===== src/rtl/sram_port_arbiter.sv =====
// Round-robin arbiter sharing a 2R1W SRAM among NRD read clients and NWR write
// clients, with registered read return and same-cycle write-to-read forwarding.
module sram_port_arbiter #(
  parameter int NRD = 4,
  parameter int NWR = 2,
  parameter int AW  = 16,
  parameter int DW  = 128
) (
  input  logic              clock,
  input  logic              reset_n,
  input  logic [NRD-1:0]    rd_req,
  input  logic [NRD*AW-1:0] rd_addr,
  output logic [NRD-1:0]    rd_gnt,
  output logic [NRD-1:0]    rd_rvalid,
  output logic [NRD*DW-1:0] rd_rdata,
  input  logic [NWR-1:0]    wr_req,
  input  logic [NWR*AW-1:0] wr_addr,
  input  logic [NWR*DW-1:0] wr_data,
  output logic [NWR-1:0]    wr_gnt,
  output logic              WE,
  output logic [AW-1:0]     WriteAddress,
  output logic [DW-1:0]     WriteBus,
  output logic [AW-1:0]     ReadAddress1,
  output logic [AW-1:0]     ReadAddress2,
  input  logic [DW-1:0]     ReadBus1,
  input  logic [DW-1:0]     ReadBus2
);

  localparam int RPW = (NRD > 1) ? $clog2(NRD) : 1;
  localparam int WPW = (NWR > 1) ? $clog2(NWR) : 1;

  logic [RPW-1:0] rdPtr;
  logic [RPW-1:0] rdPtrNext;
  logic [RPW-1:0] port1Idx;
  logic [RPW-1:0] port2Idx;
  logic [RPW-1:0] lastRdIdx;
  logic           port1Valid;
  logic           port2Valid;
  logic [WPW-1:0] wrPtr;
  logic [WPW-1:0] wrPtrNext;
  logic [WPW-1:0] wrIdx;
  logic           wrValid;
  logic [DW-1:0]  port1Data;
  logic [DW-1:0]  port2Data;
  logic [NRD-1:0] rvalidReg;

  logic [AW-1:0] rdAddrArr [NRD];
  logic [AW-1:0] wrAddrArr [NWR];
  logic [DW-1:0] wrDataArr [NWR];
  logic [DW-1:0] rdataReg  [NRD];

  for (genvar g = 0; g < NRD; g++) begin : gRdUnpack
    assign rdAddrArr[g]            = rd_addr[g*AW +: AW];
    assign rd_rdata[g*DW +: DW]    = rdataReg[g];
  end

  for (genvar g = 0; g < NWR; g++) begin : gWrUnpack
    assign wrAddrArr[g] = wr_addr[g*AW +: AW];
    assign wrDataArr[g] = wr_data[g*DW +: DW];
  end

  // Cyclic scan from rdPtr: first requester takes port 1, second takes port 2.
  always_comb begin
    int idx;
    logic [RPW-1:0] scanIdx;
    idx        = 0;
    scanIdx    = '0;
    port1Valid = 1'b0;
    port2Valid = 1'b0;
    port1Idx   = '0;
    port2Idx   = '0;
    for (int k = 0; k < NRD; k++) begin
      idx = int'(rdPtr) + k;
      if (idx >= NRD) idx = idx - NRD;
      scanIdx = RPW'(idx);
      if (reset_n && rd_req[scanIdx]) begin
        if (!port1Valid) begin
          port1Valid = 1'b1;
          port1Idx   = scanIdx;
        end else if (!port2Valid) begin
          port2Valid = 1'b1;
          port2Idx   = scanIdx;
        end
      end
    end
  end

  always_comb begin
    int idx;
    logic [WPW-1:0] scanIdx;
    idx     = 0;
    scanIdx = '0;
    wrValid = 1'b0;
    wrIdx   = '0;
    for (int k = 0; k < NWR; k++) begin
      idx = int'(wrPtr) + k;
      if (idx >= NWR) idx = idx - NWR;
      scanIdx = WPW'(idx);
      if (reset_n && wr_req[scanIdx] && !wrValid) begin
        wrValid = 1'b1;
        wrIdx   = scanIdx;
      end
    end
  end

  always_comb begin
    rd_gnt = '0;
    if (port1Valid) rd_gnt[port1Idx] = 1'b1;
    if (port2Valid) rd_gnt[port2Idx] = 1'b1;
    wr_gnt = '0;
    if (wrValid) wr_gnt[wrIdx] = 1'b1;
  end

  // The pointer moves past the last client served, so a lone requester keeps winning.
  always_comb begin
    lastRdIdx = port2Valid ? port2Idx : port1Idx;
    rdPtrNext = rdPtr;
    if (port1Valid) rdPtrNext = (lastRdIdx == RPW'(NRD-1)) ? '0 : lastRdIdx + 1'b1;
    wrPtrNext = wrPtr;
    if (wrValid) wrPtrNext = (wrIdx == WPW'(NWR-1)) ? '0 : wrIdx + 1'b1;
  end

  assign ReadAddress1 = port1Valid ? rdAddrArr[port1Idx] : '0;
  assign ReadAddress2 = port2Valid ? rdAddrArr[port2Idx] : '0;
  assign WE           = wrValid;
  assign WriteAddress = wrValid ? wrAddrArr[wrIdx] : '0;
  assign WriteBus     = wrValid ? wrDataArr[wrIdx] : '0;

  // The SRAM only commits the write at the edge, so a colliding read takes the bus value.
  assign port1Data = (wrValid && (WriteAddress == ReadAddress1)) ? WriteBus : ReadBus1;
  assign port2Data = (wrValid && (WriteAddress == ReadAddress2)) ? WriteBus : ReadBus2;

  always_ff @(posedge clock) begin
    if (!reset_n) begin
      rdPtr     <= '0;
      wrPtr     <= '0;
      rvalidReg <= '0;
      for (int i = 0; i < NRD; i++) rdataReg[i] <= '0;
    end else begin
      rdPtr     <= rdPtrNext;
      wrPtr     <= wrPtrNext;
      rvalidReg <= rd_gnt;
      for (int i = 0; i < NRD; i++) begin
        if (port1Valid && (port1Idx == RPW'(i)))      rdataReg[i] <= port1Data;
        else if (port2Valid && (port2Idx == RPW'(i))) rdataReg[i] <= port2Data;
      end
    end
  end

  assign rd_rvalid = rvalidReg;

endmodule


===== config.mk =====
export PLATFORM = sky130hd
export DESIGN_NAME = sram_port_arbiter
export DESIGN_NICKNAME = d
export VERILOG_FILES = /design/src/rtl/sram_port_arbiter.sv
export SDC_FILE = /design/constraint.sdc
export NUM_CORES = 1
export LEC_CHECK = 0
export CORE_AREA = 10 10 502 504
export CTS_CLUSTER_SIZE = 24
export DETAILED_ROUTE_END_ITERATION = 7
export DIE_AREA = 0 0 512 514
export GPL_TIMING_DRIVEN = 1
export HOLD_SLACK_MARGIN = 0.08
export MAX_ROUTING_LAYER = met4
export PLACE_DENSITY_LB_ADDON = 0.2
export SLEW_MARGIN = 20
export SYNTH_ARGS = -nofsm -noshare
export SYNTH_HDL_FRONTEND = slang
export SYNTH_SLANG_ARGS = --single-unit

===== constraint.sdc =====
create_clock -name clock -period 8.7 [get_ports clock]
set_clock_uncertainty 0.1 [all_clocks]
set_input_delay 2.61 -clock clock [delete_from_list [all_inputs] [get_ports clock]]
set_output_delay 2.61 -clock clock [all_outputs]
set_load 0.05 [all_outputs]

* Word level (Yosys, flattened, before mapping)
Memories as Yosys holds them, arrays and structs flattened. Index checks and enable logic that the tools add are counted.
Word-level totals: register bits 7, bits in latches 0, RAM bits 512, ROM bits 0, bits of input ports 616, output and inout port bits 699, logic and storage cells 195, memories 1
Operators by class: add/sub/neg operators 12, multiply operators 0, div/mod/pow operators 0, magnitude comparators 21, eq/ne operators 9, shift operators 0, multiplexer cells 114, bitwise operators 12, reductions and logical operators 23
Memory list:
- rdataReg | depth 4, bits a word 128, rd ports 4, clocked after memory_dff 0, wr ports 4, RTL line 50 | logic [DW-1:0] rdataReg [NRD];
Operators with widths (number):
- $mux W128 | 14
- $mux W16 | 10
- $bmux W16 S2 | 2
- $mux W1 | 57
- $mux W2 | 22
- $eq A16 B16 Y1 | 2
- $logic_and A1 B1 Y1 | 20
- $lt A2 B3 Y1 const B | 6
- $ge A3 B3 Y1 const B | 5
- $eq A2 B2 Y1 const B | 5
- $bmux W1 S2 | 4
- $mux W4 | 2
- $or A1 B1 Y1 | 8
- $sub A2 B1 Y2 const B | 4
- $add A2 B2 Y3 const B | 2
- $lt A1 B2 Y1 const B | 3
- $not A2 Y3 | 2
- $demux W1 S2 | 2
- $eq A2 B1 Y1 const B | 2
- $ge A2 B1 Y1 const B | 2
- $ge A2 B2 Y1 const B | 2
- $logic_not A2 Y1 | 2
- $or A4 B4 Y4 | 1
- $add A2 B1 Y3 const B | 1
- other kinds (10) | 11

* Logic depth before layout (Yosys ltp)
Gate-level depths: netlist of run 1.
depth in word-level cells 23, gate-level depth with buffers 21, depth with buffers taken out 15

* Worst setup path before layout of run 1
Ideal clock, no wire load.
kind in2out, start point input port rd_req[0], end point output port rd_gnt[0], data arrival time 5560 ps, data required time 5990 ps, path slack 430 ps, stages on the path 10, buffers on the path 4, path through buf_4 > buf_2 > mux2i_1 > nor2_1 > o32a_1 > buf_2 > o21ai_1 > clkbuf_1 > nand2_1 > o21ai_0
Between the ends: word-level cells in the longest chain between the ends 18, elaborated cells between the ends (all ways) 50, classes of those cells order compare (4); mux (39); bitwise (1); reduce/logical (6)
Ends and longest elaborated chain:
- start, declared | RTL line 11 | input logic [NRD-1:0] rd_req,
- $bmux W1 S2 | RTL line 76 | if (reset_n && rd_req[scanIdx]) begin
- $mux W1 (implied by the code) | RTL line 76
- $logic_and A1 B1 Y1 | RTL line 76
- $mux W1 | RTL line 76
- $mux W2 or $mux W1 (tied branches) | RTL line 77 | if (!port1Valid) begin
- $mux W2 or $mux W1 (tied branches) | RTL line 76
- $mux W2 | RTL line 80 | end else if (!port2Valid) begin
- $mux W2 | RTL line 77
- (+2 left out)
- $mux W2 | RTL line 77
- $mux W2 | RTL line 76
- $lt A2 B3 Y1 (implied by the code) or $ge A2 B1 Y1 (tied branches) | RTL line 109 | if (port2Valid) rd_gnt[port2Idx] = 1'b1;
- $logic_and A1 B1 Y1 (implied by the code) | RTL line 109
- $mux W1 (implied by the code) | RTL line 109
- $demux W1 S2 | RTL line 109
- $or A4 B4 Y4 (no source line)
- $mux W4 (*) | RTL line 109
- end, declared | RTL line 13 | output logic [NRD-1:0] rd_gnt,
Every way passes the cells marked *; elsewhere a longest branch is shown, timed or not. The select of a mux whose other input is x is not followed.

* Worst setup path after layout of run 1
start point input port rd_req[2], end point output port ReadAddress1[7]
Between the ends: word-level cells in the longest chain between the ends 15, elaborated cells between the ends (all ways) 28, classes of those cells mux (23); bitwise (1); reduce/logical (4)
Ends and longest elaborated chain:
- $bmux W1 S2 | RTL line 76
- $mux W1 (implied by the code) | RTL line 76
- $logic_and A1 B1 Y1 | RTL line 76
- $mux W2 or $mux W1 (tied branches) | RTL line 76
- $mux W2 | RTL line 77
- $mux W2 | RTL line 76
- $mux W2 | RTL line 77
- $mux W2 | RTL line 76
- $mux W2 | RTL line 77
- $mux W2 | RTL line 76
- $not A2 Y3 (implied by the code) | RTL line 123 | assign ReadAddress1 = port1Valid ? rdAddrArr[port1Idx] : '0;
- $bmux W16 S2 | RTL line 123
- $mux W16 (implied by the code) (2 in series) | RTL line 123
- $mux W16 (*) | RTL line 123
- end, declared | RTL line 23 | output logic [AW-1:0] ReadAddress1,
Marked as above.

==> impl_metrics.toml, run 1 <==
[status]
status = "finished, final reports clean"

[drt]
vias_per_cell = 4.54
drtPass1Iterations = 5
vias = 31600
wl_per_cell_um = 37.4
drt_iter0_markers = 2721
wl_mm = 260
drc = 0
antenna_left = 0

[placed_design]
place_area_mm2 = 0.0510
place_inst = 6786
place.detailed.hpwl_mm = 203
port_buffers = 1314
gp_congestion = 0.921

[cts]
cts_buffers = 74
clk_latency_ps = 670
htreeDepth = 3
root_buffer = "clkbuf_16"
clock-sinks = 519
clk_pin_slew_ps = 50
cts_buffer_depth = 3
cts_tree = "yes"

[synthesis]
synth_ff_type = "edfxtp_1"
syn_inst = 2274
synth_edf_count = 512
ys_seq_elements = 519
ys_seq_area_share_pct = 50.7
ys_top_cells_by_area = "edfxtp_1, o32ai_1, mux2i_4"
syn_area_mm2 = 0.0306
syn_avg_cell_area_um2 = 13.5
syn_nets = 2892
synth_warnings = 0
async_flop_share_pct = 0
synth_top_cell_by_area = "edfxtp_1"
yosys.area.top_type_share_pct = 50.2
ys_types = 87

[sta]
tightestPinTransition_ps = 1090
finalHoldWorstSlack_ps = 427
clock.fmax_mhz = 118
fin_crit_sh_pct = 97.5
period_minus_slack_ps = 8490
relSlewSlack_pct = 26.8
rsz0062_at_grt = "false"
final_hold_viol_count = 0
finalSetupViolCount = 0
finalMaxSlewViolations = 0

[floorplan]
core_mm2 = 0.242
core.rowCount = 181
die_h_um = 514
die_w_um = 512
dieArea_mm2 = 0.263
io_pins = 1315
start_util_pct = 12.6

[layout]
design_area_mm2 = 0.0535
instances_no_fill = 6955
fin_util_pct = 22.1
nFillCells = 25800
seqCellArea_mm2 = 0.0155
area_delta_synth_final_pct = 74.6
multi_input_area_mm2 = 0.0138
drive_gt1_share_pct = 22.8
layout.nets = 4280

[global_route]
overflow = 0
antenna_found_initial = 78
grt_max_degree = 66
gr-usage-all-layers_pct = 19.2
grt_pass1_vias = 32200
grt_pass1_wl_mm = 337

[worst_setup_path]
critPathCaptureType = "primary output"
worstSetupPathType = "in2out"
r2r-start = "rdPtr[0]"
r2r-end = "rdataReg[3][112]"
crit_path_max_fanout = 9
worst-r2r-cell-count = 22
arrival_ps = 5780
reg2reg_slack_ps = 2770
start_kind = "input pin"
required_ps = 5990

[pwr]
p_total_w = 0.0130
vdd_ir_drop_max_mv = 0.127
leakage_nw = 17.6
p_per_area_mw_per_mm2 = 242

[hold_path]
min_from = "wrPtr"
hold_class = "reg2reg"
whs_path_depth = 2
min_to = "wrPtr"

[run]
drv_cap = 0
## flip-flops by register name, summed over array words and instances (netlist names)
signal / flops
rdPtr: 2
rdataReg: 512
rd_rvalid: 4
wrPtr: 1
## layer usage
layer  GRT usage [%]  vias to the layer above  part of all wire [%]
met5               -                        -                     0
met4            5.36                        0                   3.2
met3            5.67                      297                   8.1
met2            32.5                     1776                    49
met1            22.2                    16500                    40
li1                -                    13000                     -
## cells in the final DEF, fill, tap and decap left out, types with 10 or more instances in the layout
cell type,n
a21oi_1,17
diode_2,44
edfxtp_1,512
mux2i_4,108
a22o_1,138
o211ai_1,25
nor2_1,11
mux4_2,12
xnor2_1,14
and2_1,10
and3_1,10
buf_4,241
buf_12,222
nor4_2,111
a211oi_1,13
o21ai_0,31
nand3_1,22
nand2_1,34
mux2i_1,36
clkinv_1,15
clkbuf_16,75
inv_1,35
a22oi_1,10
o32ai_1,511
nor4_1,20
a31oi_1,136
clkdlybuf4s50_1,1131
## through the flow
step	setup WS, ps	TNS, ps
floorplan	430	0
global route	29.0	0
global placement	-47.9	-47.9
detailed placement	4.09	0
CTS	28.0	0
finish	213	0
## layout make-up
| class | instances | area share, % |
|---|---|---|
| Antenna cell | 44 | 0.206 |
| Clock buffer | 84 | 3.57 |
| Clock inverter | 39 | 0.789 |
| Inverter | 36 | 0.253 |
| Multi-Input combinational cell | 1436 | 25.8 |
| Sequential cell | 519 | 29.0 |
| Tap cell | 3202 | 7.49 |
| Timing Repair Buffer | 1595 | 32.9 |
## worst max path at each step
stage	startpoint	slack, ps	to
6_report	rd_req[2]	210	ReadAddress1[7]
5_1_grt	rd_req[2]	30	ReadAddress1[7]
4_1_cts	rd_req[2]	30	ReadAddress1[10]
3_5_place_dp	rd_req[2]	4	rdataReg[1][97]
3_3_place_gp	rd_req[2]	-50	rdataReg[1][97]
2_1_floorplan	rd_req[0]	430	rd_gnt[0]
## cells by family after synthesis
kind of cell | synth area share [%]
adders and majority gates | 0.114
AOI/OAI and AO/OA | 25.6
and+or+nand+nor | 7.93
buffers and inverters | 4.83
xor gates and xnor gates | 0.486
muxes | 10.4
DFF | 50.7
## report_power, final
group          total (W)  internal [W]  switching [W]
registers        0.00361       0.00340       0.000209
clock network    0.00312       0.00178        0.00134
logic            0.00623       0.00193        0.00430
total             0.0130       0.00711        0.00585
## synthesized netlist by cell type, types with 7 or more instances
cell	count
o21ai_0	33
clkbuf_1	186
nor3_1	8
and3_1	11
buf_4	17
nand4_1	7
nand2_1	37
nand3_1	28
edfxtp_1	512
xnor2_1	14
a21o_1	8
inv_1	35
and2_1	11
o32ai_1	511
a211oi_1	14
a31oi_1	136
nor4_2	110
mux2i_4	108
mux4_2	12
o211ai_1	25
buf_2	58
a22oi_1	10
nor2_1	11
buf_1	7
mux2_2	9
and4_1	8
buf_8	10
nor4_1	21
a22o_1	138
dfxtp_1	7
mux2i_1	36
a21oi_1	18
## critical path: stages
cell             delay [ps]
clkdlybuf4s50_1         510
mux2_2                  320
mux2i_1                 130
nor2_1                   80
ha_1                    210
nor2b_1                 150
a31o_1                  220
nor3_4                  280
buf_6                   190
o21a_2                  200
buf_4                   180
buf_4                   150
o211ai_1                 90
and3_1                  250
buf_4                   190
## repair_timing
action	in CTS	in global routing
resized for setup	0	2
hold buffers	0	0
setup buffers	0	2
setup endpoints to repair	0	11
(Power assumes the default switching activity.)
==> run 2: changes to the inputs <==
--- a/config.mk
+++ b/config.mk
@@ -6,6 +6,7 @@
 export NUM_CORES = 1
 export LEC_CHECK = 0
 export CORE_AREA = 10 10 502 504
+export CTS_BUF_LIST = sky130_fd_sc_hd__clkbuf_16
 export CTS_CLUSTER_SIZE = 24
 export DETAILED_ROUTE_END_ITERATION = 7
 export DIE_AREA = 0 0 512 514
==> impl_metrics.toml, run 2 (synthesis gave the netlist of run 1 again) <==
[sta]
clock.fmax_mhz = 118
final_hold_viol_count = 0
setup_ws_ps = 203
relSlewSlack_pct = 26.7
finalMaxSlewViolations = 0
fin_crit_sh_pct = 97.7
rsz0062_at_grt = "false"
period_minus_slack_ps = 8500
finalSetupViolCount = 0
tightestPinTransition_ps = 1100
finalSetupTns_ps = 0

[drt]
drc = 0
wl_per_cell_um = 37.4
antenna_left = 0
vias = 31600
drtPass1Iterations = 5
wl_mm = 260
vias_per_cell = 4.54
drt_iter0_markers = 2788

[cts]
cts_buffers = 74
cts_tree = "yes"
clk_latency_ps = 670
root_buffer = "clkbuf_16"
clock-sinks = 519
cts_buffer_depth = 3
htreeDepth = 3
clk_pin_slew_ps = 50

[global_route]
grt_pass1_wl_mm = 337
gr-usage-all-layers_pct = 19.2
grt_max_degree = 66
grt_pass1_vias = 32200
overflow = 0
antenna_found_initial = 78

[run]
drv_cap = 0

[floorplan]
die_h_um = 514
io_pins = 1315
dieArea_mm2 = 0.263
die_w_um = 512
core.rowCount = 181
start_util_pct = 12.6
core_mm2 = 0.242

[layout]
area_delta_synth_final_pct = 74.7
regMostFlops = "rdataReg"
nFillCells = 25800
drive_gt1_share_pct = 22.8
largest_reg_flops = 512
layout.nets = 4280
layout_commonest_cell = "clkdlybuf4s50_1"
design_area_mm2 = 0.0535
layout_common_cells = "clkdlybuf4s50_1, edfxtp_1, o32ai_1"

[worst_setup_path]
start_kind = "input pin"
crit_path_max_fanout = 9
arrival_ps = 5790
critPathCaptureType = "primary output"
worstSetupPathType = "in2out"
required_ps = 5990

[pwr]
leakage_nw = 17.6
p_per_area_mw_per_mm2 = 242
vdd_ir_drop_max_mv = 0.127

[hold_path]
hold_class = "reg2reg"

[placed_design]
place_ws_ps = 4.09
port_buffers = 1314
place_area_mm2 = 0.0510
gp_congestion = 0.921
place.detailed.hpwl_mm = 203

[status]
status = "finished, final reports clean"
==> run 2: final timing paths <==
path | start | to | slack (ps) | depth (start not counted)
max | rd_req[2] | ReadAddress1[7] | 200 | 15
min | wrPtr | wrPtr | 430 | 2
max reg2reg | rdPtr[0] | rdataReg[0][14] | 2770 | 22
min reg2reg | wrPtr | wrPtr | 430 | 2
==> run 2: area by class of cell <==
class	instances	area (um^2)	area share, %
clock inverters	48	455	0.852
clock buffers	75	1880	3.51
inverters	36	135	0.253
diodes	45	113	0.211
flip-flops and latches	519	15500	29.0
repair buffers	1595	17600	32.9
well taps	3202	4010	7.49
multi-input cells	1436	13800	25.8
==> run 2: per-stage QoR <==
stage / instances / utilization [%] / hold WS (ps) / total power (W)
after floorplan: 2274 / - / 358 / 0.00677
after global placement: 6786 / 21.1 / 409 / 0.00996
after detailed placement: 6786 / 21.1 / 416 / 0.00993
after CTS: 6909 / 22.0 / 426 / 0.0131
after global routing: 6949 / 22.1 / 451 / 0.0133
final: 6956 / 22.1 / 427 / 0.0130
==> run 2: worst max-delay path, cell delays in order <==
cell and delay (ps):
clkdlybuf4s50_1 520, mux2_2 330, mux2i_1 130, nor2_1 80, ha_1 210, nor2b_1 150, a31o_1 220, nor3_4 280
buf_6 190, o21a_2 200, buf_4 180, buf_4 150, o211ai_1 90, and3_1 260, buf_4 190
==> run 2: where the power goes <==
| group | total [W] | switching, W | internal (W) |
|---|---|---|---|
| logic | 0.00623 | 0.00430 | 0.00193 |
| clock network | 0.00311 | 0.00134 | 0.00177 |
| registers | 0.00361 | 0.000209 | 0.00340 |
| total | 0.0130 | 0.00585 | 0.00710 |
==> run 2: timing repair <==
action	4_1_cts	5_1_grt
endpoints found under the setup margin	0	11
resized for setup	0	2
hold buffers	0	0
setup buffers	0	2
==> run 2: per-layer routing <==
metal	track usage, %	vias up	part of all wire, %
li1	-	13000	-
met1	22.2	16500	40
met2	32.5	1822	49
met3	5.68	281	8.2
met4	5.34	0	3.2
met5	-	-	0
==> run 3: changes to the inputs <==
--- a/config.mk
+++ b/config.mk
@@ -5,11 +5,11 @@
 export SDC_FILE = /design/constraint.sdc
 export NUM_CORES = 1
 export LEC_CHECK = 0
-export CORE_AREA = 10 10 502 504
+export CORE_AREA = 10 10 503 505
 export CTS_BUF_LIST = sky130_fd_sc_hd__clkbuf_16
 export CTS_CLUSTER_SIZE = 24
 export DETAILED_ROUTE_END_ITERATION = 7
-export DIE_AREA = 0 0 512 514
+export DIE_AREA = 0 0 513 515
 export GPL_TIMING_DRIVEN = 1
 export HOLD_SLACK_MARGIN = 0.08
 export MAX_ROUTING_LAYER = met4
==> constraint.sdc (replaced) <==
create_clock -name clock -period 7.4 [get_ports clock]
set_clock_uncertainty 0.1 [all_clocks]
set_input_delay 2.22 -clock clock [delete_from_list [all_inputs] [get_ports clock]]
set_output_delay 2.22 -clock clock [all_outputs]
set_load 0.05 [all_outputs]
==> impl_metrics.toml, run 3 (synthesis gave the netlist of run 1 again) <==
[drt]
vias_per_cell = 4.50
antenna_left = 0
drtPass1Iterations = 6
drt_iter0_markers = 2857
vias = 32700
wl_per_cell_um = 36.1
wl_mm = 262
drc = 0

[pwr]
p_total_w = 0.0152
vdd_ir_drop_max_mv = 0.162
p_per_area_mw_per_mm2 = 272
p_int_w = 0.00828
pwr-share-clk_pct = 22.8
p_seq_share_pct = 28.2
pwr-share-comb_pct = 49.0
leakage_nw = 19.2
p_sw_share_pct = 45.7
power_switching_w = 0.00696

[sta]
tightestPinTransition_ps = 1120
finalHoldWorstSlack_ps = 436
finalSetupViolCount = 0
period_minus_slack_ps = 7340
clock.fmax_mhz = 136
relSlewSlack_pct = 25.4
final_hold_viol_count = 0
fin_crit_sh_pct = 99.2
finalMaxSlewViolations = 0
setup_ws_ps = 58.3

[layout]
fin_util_pct = 23.1
drive_gt1_share_pct = 28.8
largest_reg_flops = 512
layout_commonest_cell = "clkdlybuf4s50_1"
regMostFlops = "rdataReg"
layout_common_cells = "clkdlybuf4s50_1, edfxtp_1, o32ai_1"
layout.nets = 4570
area_delta_synth_final_pct = 82.9

[global_route]
overflow = 0
grt_pass1_wl_mm = 339
antenna_found_initial = 82
grt_max_degree = 80
gr-usage-all-layers_pct = 19.3
grt_pass1_vias = 33300

[worst_setup_path]
required_ps = 5080
reg2reg_slack_ps = 1640
arrival_ps = 5020
cp_slowest_cell = "mux4_2"
start_kind = "input pin"
critical-path-top-delay-family = "multiplexers"
max_stage_delay_ps = 470
path_cells = "clkdlybuf4s15_1 -> mux2_4 -> mux2i_2 -> nor2_2 -> ha_2 -> nor2b_2 -> a31o_1 -> nor3_4 -> o21ai_4 -> buf_12 -> mux4_2 -> nor2_4 -> buf_4 -> buf_12"
crit_buf_inv = 4
worstSetupPathType = "in2out"
critPathCaptureType = "primary output"
r2r-end = "rdataReg[1][72]"
crit_path_max_fanout = 5
r2r-start = "rdPtr[0]"
cp_common_cell = "buf_12"
worst-r2r-cell-count = 17

[cts]
htreeDepth = 3
clock-sinks = 519
clk_latency_ps = 710
cts_buffer_depth = 3
clk_pin_slew_ps = 60
cts_tree = "yes"
cts_buffers = 73
root_buffer = "clkbuf_16"

[floorplan]
dieArea_mm2 = 0.264
die_h_um = 515
core_mm2 = 0.243
die_w_um = 513
start_util_pct = 12.6
io_pins = 1315
core.rowCount = 181

[hold_path]
min_from = "wrPtr"
hold_class = "reg2reg"
min_to = "wrPtr"
whs_path_depth = 2

[status]
status = "finished, final reports clean"

[run]
drv_cap = 0

[placed_design]
place_ws_ps = -383
gp_congestion = 0.900
place.detailed.hpwl_mm = 204
port_buffers = 1314
[run 3: what timing repair did]
item	4_1_cts	5_1_grt
hold buffers	0	0
gates resized for setup	20	14
buffers inserted	3	1
pin swaps	3	4
endpoints found under the hold margin	0	0
endpoints found under the setup margin	31	24
[run 3: stage by stage]
stage	cell area [um^2]	cells	TNS, ps
global placement	53500	7075	-117570
global route	56000	7255	-4.70
finish	56000	7265	0
CTS	55800	7207	0
detailed placement	53500	7075	-123010
floorplan	30600	2274	-21680
[run 3: worst max path at each step]
stage | from | to | slack [ps] | cells past startpoint
after global routing | rd_req[1] | ReadAddress1[2] | -5 | 14
after CTS | rd_req[2] | ReadAddress1[2] | 40 | 14
after detailed placement | rd_req[2] | rdataReg[0][90] | -380 | 21
after global placement | rd_req[2] | rdataReg[0][90] | -400 | 21
final | rd_req[1] | ReadAddress1[2] | 60 | 14
after floorplan | rd_req[0] | rd_gnt[0] | -90 | 10
[run 3: per-layer routing]
layer  routed length [um]  global-route usage [%]  vias up
li1                     -                       -    13600
met1               107000                    22.5    16900
met2               127000                    32.1     1873
met3                20100                    5.44      308
met4                 9030                    6.00        0
met5                    0                       -        -
[run 3: layout make-up]
class	count	area (um^2)
clock inverters	56	429
repair buffers	1886	20100
well taps	3202	4010
multi-input cells	1436	13800
diodes	57	143
clock buffers	73	1830
inverters	36	136
fillers	25800	187000
flip-flops and latches	519	15500
[run 3: power by group through the flow]
| stage | Clock (W) | Sequential, W | Combinational [W] |
|---|---|---|---|
| after floorplan | 0 | 0.00628 | 0.00168 |
| after global placement | 0 | 0.00436 | 0.00755 |
| after detailed placement | 0 | 0.00435 | 0.00752 |
| after CTS | 0.00358 | 0.00431 | 0.00755 |
| after global routing | 0.00368 | 0.00434 | 0.00767 |
| final | 0.00347 | 0.00429 | 0.00747 |
[run 3: worst register-to-register path, cell delays in order (launching register included)]
cell and delay [ps]:
dfxtp_1 530, buf_4 400, mux4_2 590, o211a_1 300
o21ai_4 280, buf_12 170, mux4_2 550, buf_4 170
o21ai_0 340, o211ai_1 170, nor4_1 360, buf_4 190
nand4_1 180, buf_12 220, buf_12 310, mux2i_4 210
o32ai_1 180, buf_4 230
